--- config.mk ---
export PLATFORM = sky130hd
export DESIGN_NAME = ball_motion_ctrl
export DESIGN_NICKNAME = d
export VERILOG_FILES = /design/src/rtl/ball_motion_ctrl.sv
export SDC_FILE = /design/constraint.sdc
export NUM_CORES = 1
export LEC_CHECK = 0
export CORE_ASPECT_RATIO = 0.9
export CORE_UTILIZATION = 47
export DETAILED_ROUTE_END_ITERATION = 10
export PLACE_DENSITY = 0.68
export SKIP_LAST_GASP = 1
export SLEW_MARGIN = 20
export SYNTH_ARGS = -nofsm -noshare
export SYNTH_HDL_FRONTEND = slang
export SYNTH_SLANG_ARGS = --single-unit
--- constraint.sdc ---
create_clock -name clk -period 3.32 [get_ports clk]
set_input_delay 0.664 -clock clk [delete_from_list [all_inputs] [get_ports clk]]
set_output_delay 0.664 -clock clk [all_outputs]
set_load 0.02 [all_outputs]
--- src/rtl/ball_motion_ctrl.sv ---
// Frame-rate ball sequencer: vsync synchroniser, per-frame tick, serve/play/pause FSM with wall bounce.
// Optional left-wall miss handling is enabled by defining BALL_LEFT_MISS_EN.
module ball_motion_ctrl #(
  parameter int unsigned H_RES        = 640,
  parameter int unsigned V_RES        = 480,
  parameter int unsigned BALL_SIZE    = 4,
  parameter int unsigned BALL_X0      = 128,
  parameter int unsigned BALL_Y0      = 128,
  parameter int unsigned SERVE_FRAMES = 60,
  parameter int unsigned MISS_FRAMES  = 30
) (
  input  logic       clk,
  input  logic       reset,
  input  logic       vsync,
  input  logic       start,
  input  logic       pause,
  input  logic [1:0] speed,
  output logic [9:0] ball_x,
  output logic [9:0] ball_y,
  output logic [1:0] state,
  output logic       frame_tick,
  output logic       bounce,
  output logic [7:0] miss_count
);

  localparam int unsigned PW = 10;
  localparam int unsigned EW = PW + 1;
  localparam int unsigned SW = 3;
  localparam int unsigned CW = 16;
  localparam logic [EW-1:0] X_LIM = EW'(H_RES - BALL_SIZE);
  localparam logic [EW-1:0] Y_LIM = EW'(V_RES - BALL_SIZE);

  typedef enum logic [1:0] {
    IDLE  = 2'd0,
    SERVE = 2'd1,
    PLAY  = 2'd2,
    MISS  = 2'd3
  } state_t;

  state_t        state_q;
  logic          vs_meta, vs_sync, vs_dly;
  logic          dir_x, dir_y;
  logic [SW-1:0] step;
  logic [CW-1:0] frame_cnt;
  logic [PW-1:0] nx, ny;
  logic          ndx, ndy, hit_x, hit_y;
  logic          advance;

  assign state   = state_q;
  assign advance = frame_tick & ~pause;

  // vsync crosses in through two flops; a third gives the rising-edge reference.
  always_ff @(posedge clk or negedge reset) begin
    if (!reset) begin
      vs_meta    <= 1'b0;
      vs_sync    <= 1'b0;
      vs_dly     <= 1'b0;
      frame_tick <= 1'b0;
    end else begin
      vs_meta    <= vsync;
      vs_sync    <= vs_meta;
      vs_dly     <= vs_sync;
      frame_tick <= vs_sync & ~vs_dly;
    end
  end

  // Candidate next position/direction per axis, with clamp-and-reflect at the walls.
  always_comb begin
    nx    = ball_x;
    ndx   = dir_x;
    hit_x = 1'b0;
    ny    = ball_y;
    ndy   = dir_y;
    hit_y = 1'b0;
    if (dir_x) begin
      if ((EW'(ball_x) + EW'(step)) >= X_LIM) begin
        nx    = PW'(X_LIM);
        ndx   = 1'b0;
        hit_x = 1'b1;
      end else begin
        nx = ball_x + PW'(step);
      end
    end else begin
      if (ball_x <= PW'(step)) begin
        nx    = '0;
        ndx   = 1'b1;
        hit_x = 1'b1;
      end else begin
        nx = ball_x - PW'(step);
      end
    end
    if (dir_y) begin
      if ((EW'(ball_y) + EW'(step)) >= Y_LIM) begin
        ny    = PW'(Y_LIM);
        ndy   = 1'b0;
        hit_y = 1'b1;
      end else begin
        ny = ball_y + PW'(step);
      end
    end else begin
      if (ball_y <= PW'(step)) begin
        ny    = '0;
        ndy   = 1'b1;
        hit_y = 1'b1;
      end else begin
        ny = ball_y - PW'(step);
      end
    end
  end

  always_ff @(posedge clk or negedge reset) begin
    if (!reset) begin
      state_q   <= IDLE;
      ball_x    <= PW'(BALL_X0);
      ball_y    <= PW'(BALL_Y0);
      dir_x     <= 1'b0;
      dir_y     <= 1'b1;
      step      <= SW'(1);
      frame_cnt <= '0;
      bounce    <= 1'b0;
`ifdef BALL_LEFT_MISS_EN
      miss_count <= '0;
`endif
    end else begin
      bounce <= 1'b0;
      case (state_q)
        IDLE: begin
          ball_x <= PW'(BALL_X0);
          ball_y <= PW'(BALL_Y0);
          if (start) begin
            state_q   <= SERVE;
            step      <= SW'(speed) + SW'(1);
            frame_cnt <= '0;
          end
        end
        SERVE: begin
          if (advance) begin
            if (frame_cnt == CW'(SERVE_FRAMES - 1)) begin
              state_q   <= PLAY;
              frame_cnt <= '0;
            end else begin
              frame_cnt <= frame_cnt + CW'(1);
            end
          end
        end
        PLAY: begin
          if (advance) begin
            ball_y <= ny;
            dir_y  <= ndy;
`ifdef BALL_LEFT_MISS_EN
            // Left wall is a goal: park at 0 without reflecting and count the miss.
            if (hit_x && !dir_x) begin
              ball_x    <= '0;
              state_q   <= MISS;
              frame_cnt <= '0;
              bounce    <= hit_y;
              if (miss_count != 8'hFF) miss_count <= miss_count + 8'd1;
            end else begin
              ball_x <= nx;
              dir_x  <= ndx;
              bounce <= hit_x | hit_y;
            end
`else
            ball_x <= nx;
            dir_x  <= ndx;
            bounce <= hit_x | hit_y;
`endif
          end
        end
        MISS: begin
          if (advance) begin
            if (frame_cnt == CW'(MISS_FRAMES - 1)) begin
              state_q   <= SERVE;
              frame_cnt <= '0;
              ball_x    <= PW'(BALL_X0);
              ball_y    <= PW'(BALL_Y0);
              dir_x     <= 1'b0;
              step      <= SW'(speed) + SW'(1);
            end else begin
              frame_cnt <= frame_cnt + CW'(1);
            end
          end
        end
      endcase
    end
  end

`ifndef BALL_LEFT_MISS_EN
  assign miss_count = '0;
`endif

endmodule

==> impl_metrics.toml <==
[timing]
rsz0062_at_grt = "no"
slew_viol_final = 0
final-hold-violation-count = 0
tightest_slew_ns = 0.687
fmax_ghz = 0.337
final.setup.tns_ns = 0
period_needed_ns = 2.97
clock_skew_ns = 0.0130
final.period_utilization_pct = 89.5
postLayoutSetupSlackWorst_ns = 0.350
relSlewSlack_pct = 53.0
finalSetupViolations = 0

[logic_synthesis]
synth_area_per_cell_um2 = 8.67
yosysSeqAreaShare_pct = 33.4
ys_ff_latch = 48
synthFlopType = "dfrtp_1"
async_reset_ff_share_pct = 100
synth_warnings = 0
synth_edf_count = 0
syn-cell-area_um2 = 3610
ys_types = 69
syn_inst = 416

[clocking]
clkTransAtPathRegs_ns = 0.11
cts_root_buf = "clkbuf_8"
tritoncts = "built"
hold_buffers = 0
cts_resized = 0
post_cts_buffers = 0
cts_buffer_depth = 2
clkSinkCount = 48
cts_max_level = 2
clock_latency_ns = 0.32
cts_made_buffers = 5

[critical_path]
startpoint_type = "register"
endpoint_kind = "register"
cp.arrival_ns = 3.17
path_cells = "inv_1, ha_1, nand2b_1, a2111oi_0, nand2_1, o21ai_1, a21o_1, a21oi_1, a211o_1"
reg2reg_setup_slack_ns = 0.35
path_buf_inv = 1
required_ns = 3.52
cp_top_family = "compound AO/OA/AOI/OAI gates"
setup.worst_path.class = "register to register"
rr_endpoint = "ball_x[4]$_DFFE_PN0P_"
regToRegStartpoint = "step[1]$_DFFE_PN0P_"
crit_path_max_incr_delay_ns = 0.62
worstPathMaxFanout = 7
crit_slowest_cell = "a2111oi_0"
rr_worst_depth = 9

[final_layout]
fin_nets = 459
design_area_um2 = 3990
fillers = 666
mostFrequentLayoutCells = "dfrtp_1 (44), nor2_1 (35), nand2_1 (34), clkdlybuf4s50_1 (29), o21ai_0 (25)"
postLayoutCoreUtil_pct = 55.3
final_common_cell = "dfrtp_1"
area.growth.synth_to_final_pct = 10.6
drive_above_1_share_pct = 6.91
antenna_cells = 0

[power]
p_per_area_nw_per_um2 = 711
p_leak_nw = 1.69
ir_worst_vdd_v = 0.000255

[routing]
avgViaCountPerCell = 5.98
drt_wl_total_um = 8200
ant_nets = 0
dr.pass1.iters = 5
drc_errors = 0
via_count = 3152
wl_per_cell_um = 15.6
drtIter0Drc = 235

[global_route]
grt_overflow = 0
grt_max_degree = 49
grt_pass1_vias = 2961
grt_antenna_before_repair = 0
grt_pass1_wl_um = 14100
grt_use_total_pct = 22.3

[die]
core_area_um2 = 7220
ios = 39
fp.dieW_um = 94.3
rows = 29
dieArea_um2 = 8030
die_height_um = 85.1
start_util_pct = 50.0

[place]
numPortBuffers = 30
place_area_um2 = 3870
pre_cts_ws_ns = 0.439
post-dp-hpwl_um = 5990
gp_congestion = 0.939

[outcome]
run_status = "finished clean"

[worst_hold_path]
hold_path_class = "input pin to asynchronous set/reset pin"

[job]
drv_cap = 0
report_power, final:
part / switching, mW / internal, mW / total [mW] / leakage [nW]
Sequential: 0.293 / 0.720 / 1.01 / 0.619
Clock: 0.229 / 0.227 / 0.457 / 0.0548
Combinational: 0.737 / 0.631 / 1.37 / 1.02
through the flow:
stage               power, mW  hold WS, ns  instances
floorplan                2.01        0.331        423
global placement         2.35        0.340        519
detailed placement       2.37        0.340        519
CTS                      2.83        0.372        527
global route             3.06        0.379        527
finish                   2.84        0.342        527
flip-flops by register name, summed over array words and instances (netlist names):
name        count
frame_cnt      16
ball_x         10
ball_y         10
step            3
state           2
bounce          1
dir_x           1
dir_y           1
frame_tick      1
vs_dly          1
vs_meta         1
vs_sync         1
layout make-up:
type	count	area, µm²	share of cell area (%)
tap	93	116	2.92
multi-input combinational	325	2160	54.1
clock inverter	3	46.3	1.16
clock buffer	5	68.8	1.72
sequential	48	1210	30.2
timing repair buffer	33	320	8.03
inverter	20	75.1	1.88
metal layers:
metal	wire, µm	track usage, %
met4	153	8.11
met1	3820	31.9
met5	0	0
met3	553	3.67
met2	3670	33.9
logic make-up (layout without fill, tap and decap cells):
logic type,after synthesis,count (layout),synth area share (%)
adder cells (fa/ha/maj),20,20,7.70
flip-flops,48,48,33.4
XOR/XNOR,29,29,7.04
AND/OR/NAND/NOR,154,154,22.3
other,1,8,0.104
buffers and inverters,50,61,7.49
AO/OA/AOI/OAI,110,110,20.7
multiplexers,4,4,1.18
how the worst max path moves through the flow:
stage	from	to	cells past startpoint
3_5_place_dp	step[1]$_DFFE_PN0P_	ball_x[2]$_DFFE_PN0P_	9
4_1_cts	step[1]$_DFFE_PN0P_	ball_x[2]$_DFFE_PN0P_	9
5_1_grt	step[1]$_DFFE_PN0P_	ball_x[0]$_DFFE_PN0P_	9
6_report	step[1]$_DFFE_PN0P_	ball_x[4]$_DFFE_PN0P_	9
2_1_floorplan	ball_y[0]$_DFFE_PN0P_	ball_y[0]$_DFFE_PN0P_	10
3_3_place_gp	ball_y[0]$_DFFE_PN0P_	ball_y[0]$_DFFE_PN0P_	9
cells in the mapped netlist (all sizes together), types with 2 or more instances:
cell      n  area share, %
nand3    19            2.6
a311oi    2           0.49
ha       15            5.2
and2      3           0.52
nor4      2           0.76
nor2     35            3.6
mux2      2           0.62
dfrtp    44             31
o22ai     2           0.35
nand2    34            3.5
inv      20            2.1
o21ai    30            4.2
a21oi    22            3.4
mux2i     2           0.55
a21o     10            2.1
clkbuf   13            1.6
o21a      5            1.0
a211oi    3           0.97
fa        4            2.2
buf      17            3.8
or2       3           0.52
o211ai    2           0.42
nand2b    8            1.4
o31ai     7            1.5
or3       3           0.52
xnor2    17            4.1
xor2     12            2.9
a211o     2           0.49
nor4b     2           0.49
o31a      2           0.52
a31oi     3           0.52
or4       2           0.52
a22o      7            1.7
and3      6            1.1
nor3     12            1.7
nor2b    13            2.5
a22oi     2           0.42
o2111ai   3           0.73
nand4     6            1.0
dfstp     4            2.9
Power figures use the tool's default switching activity.
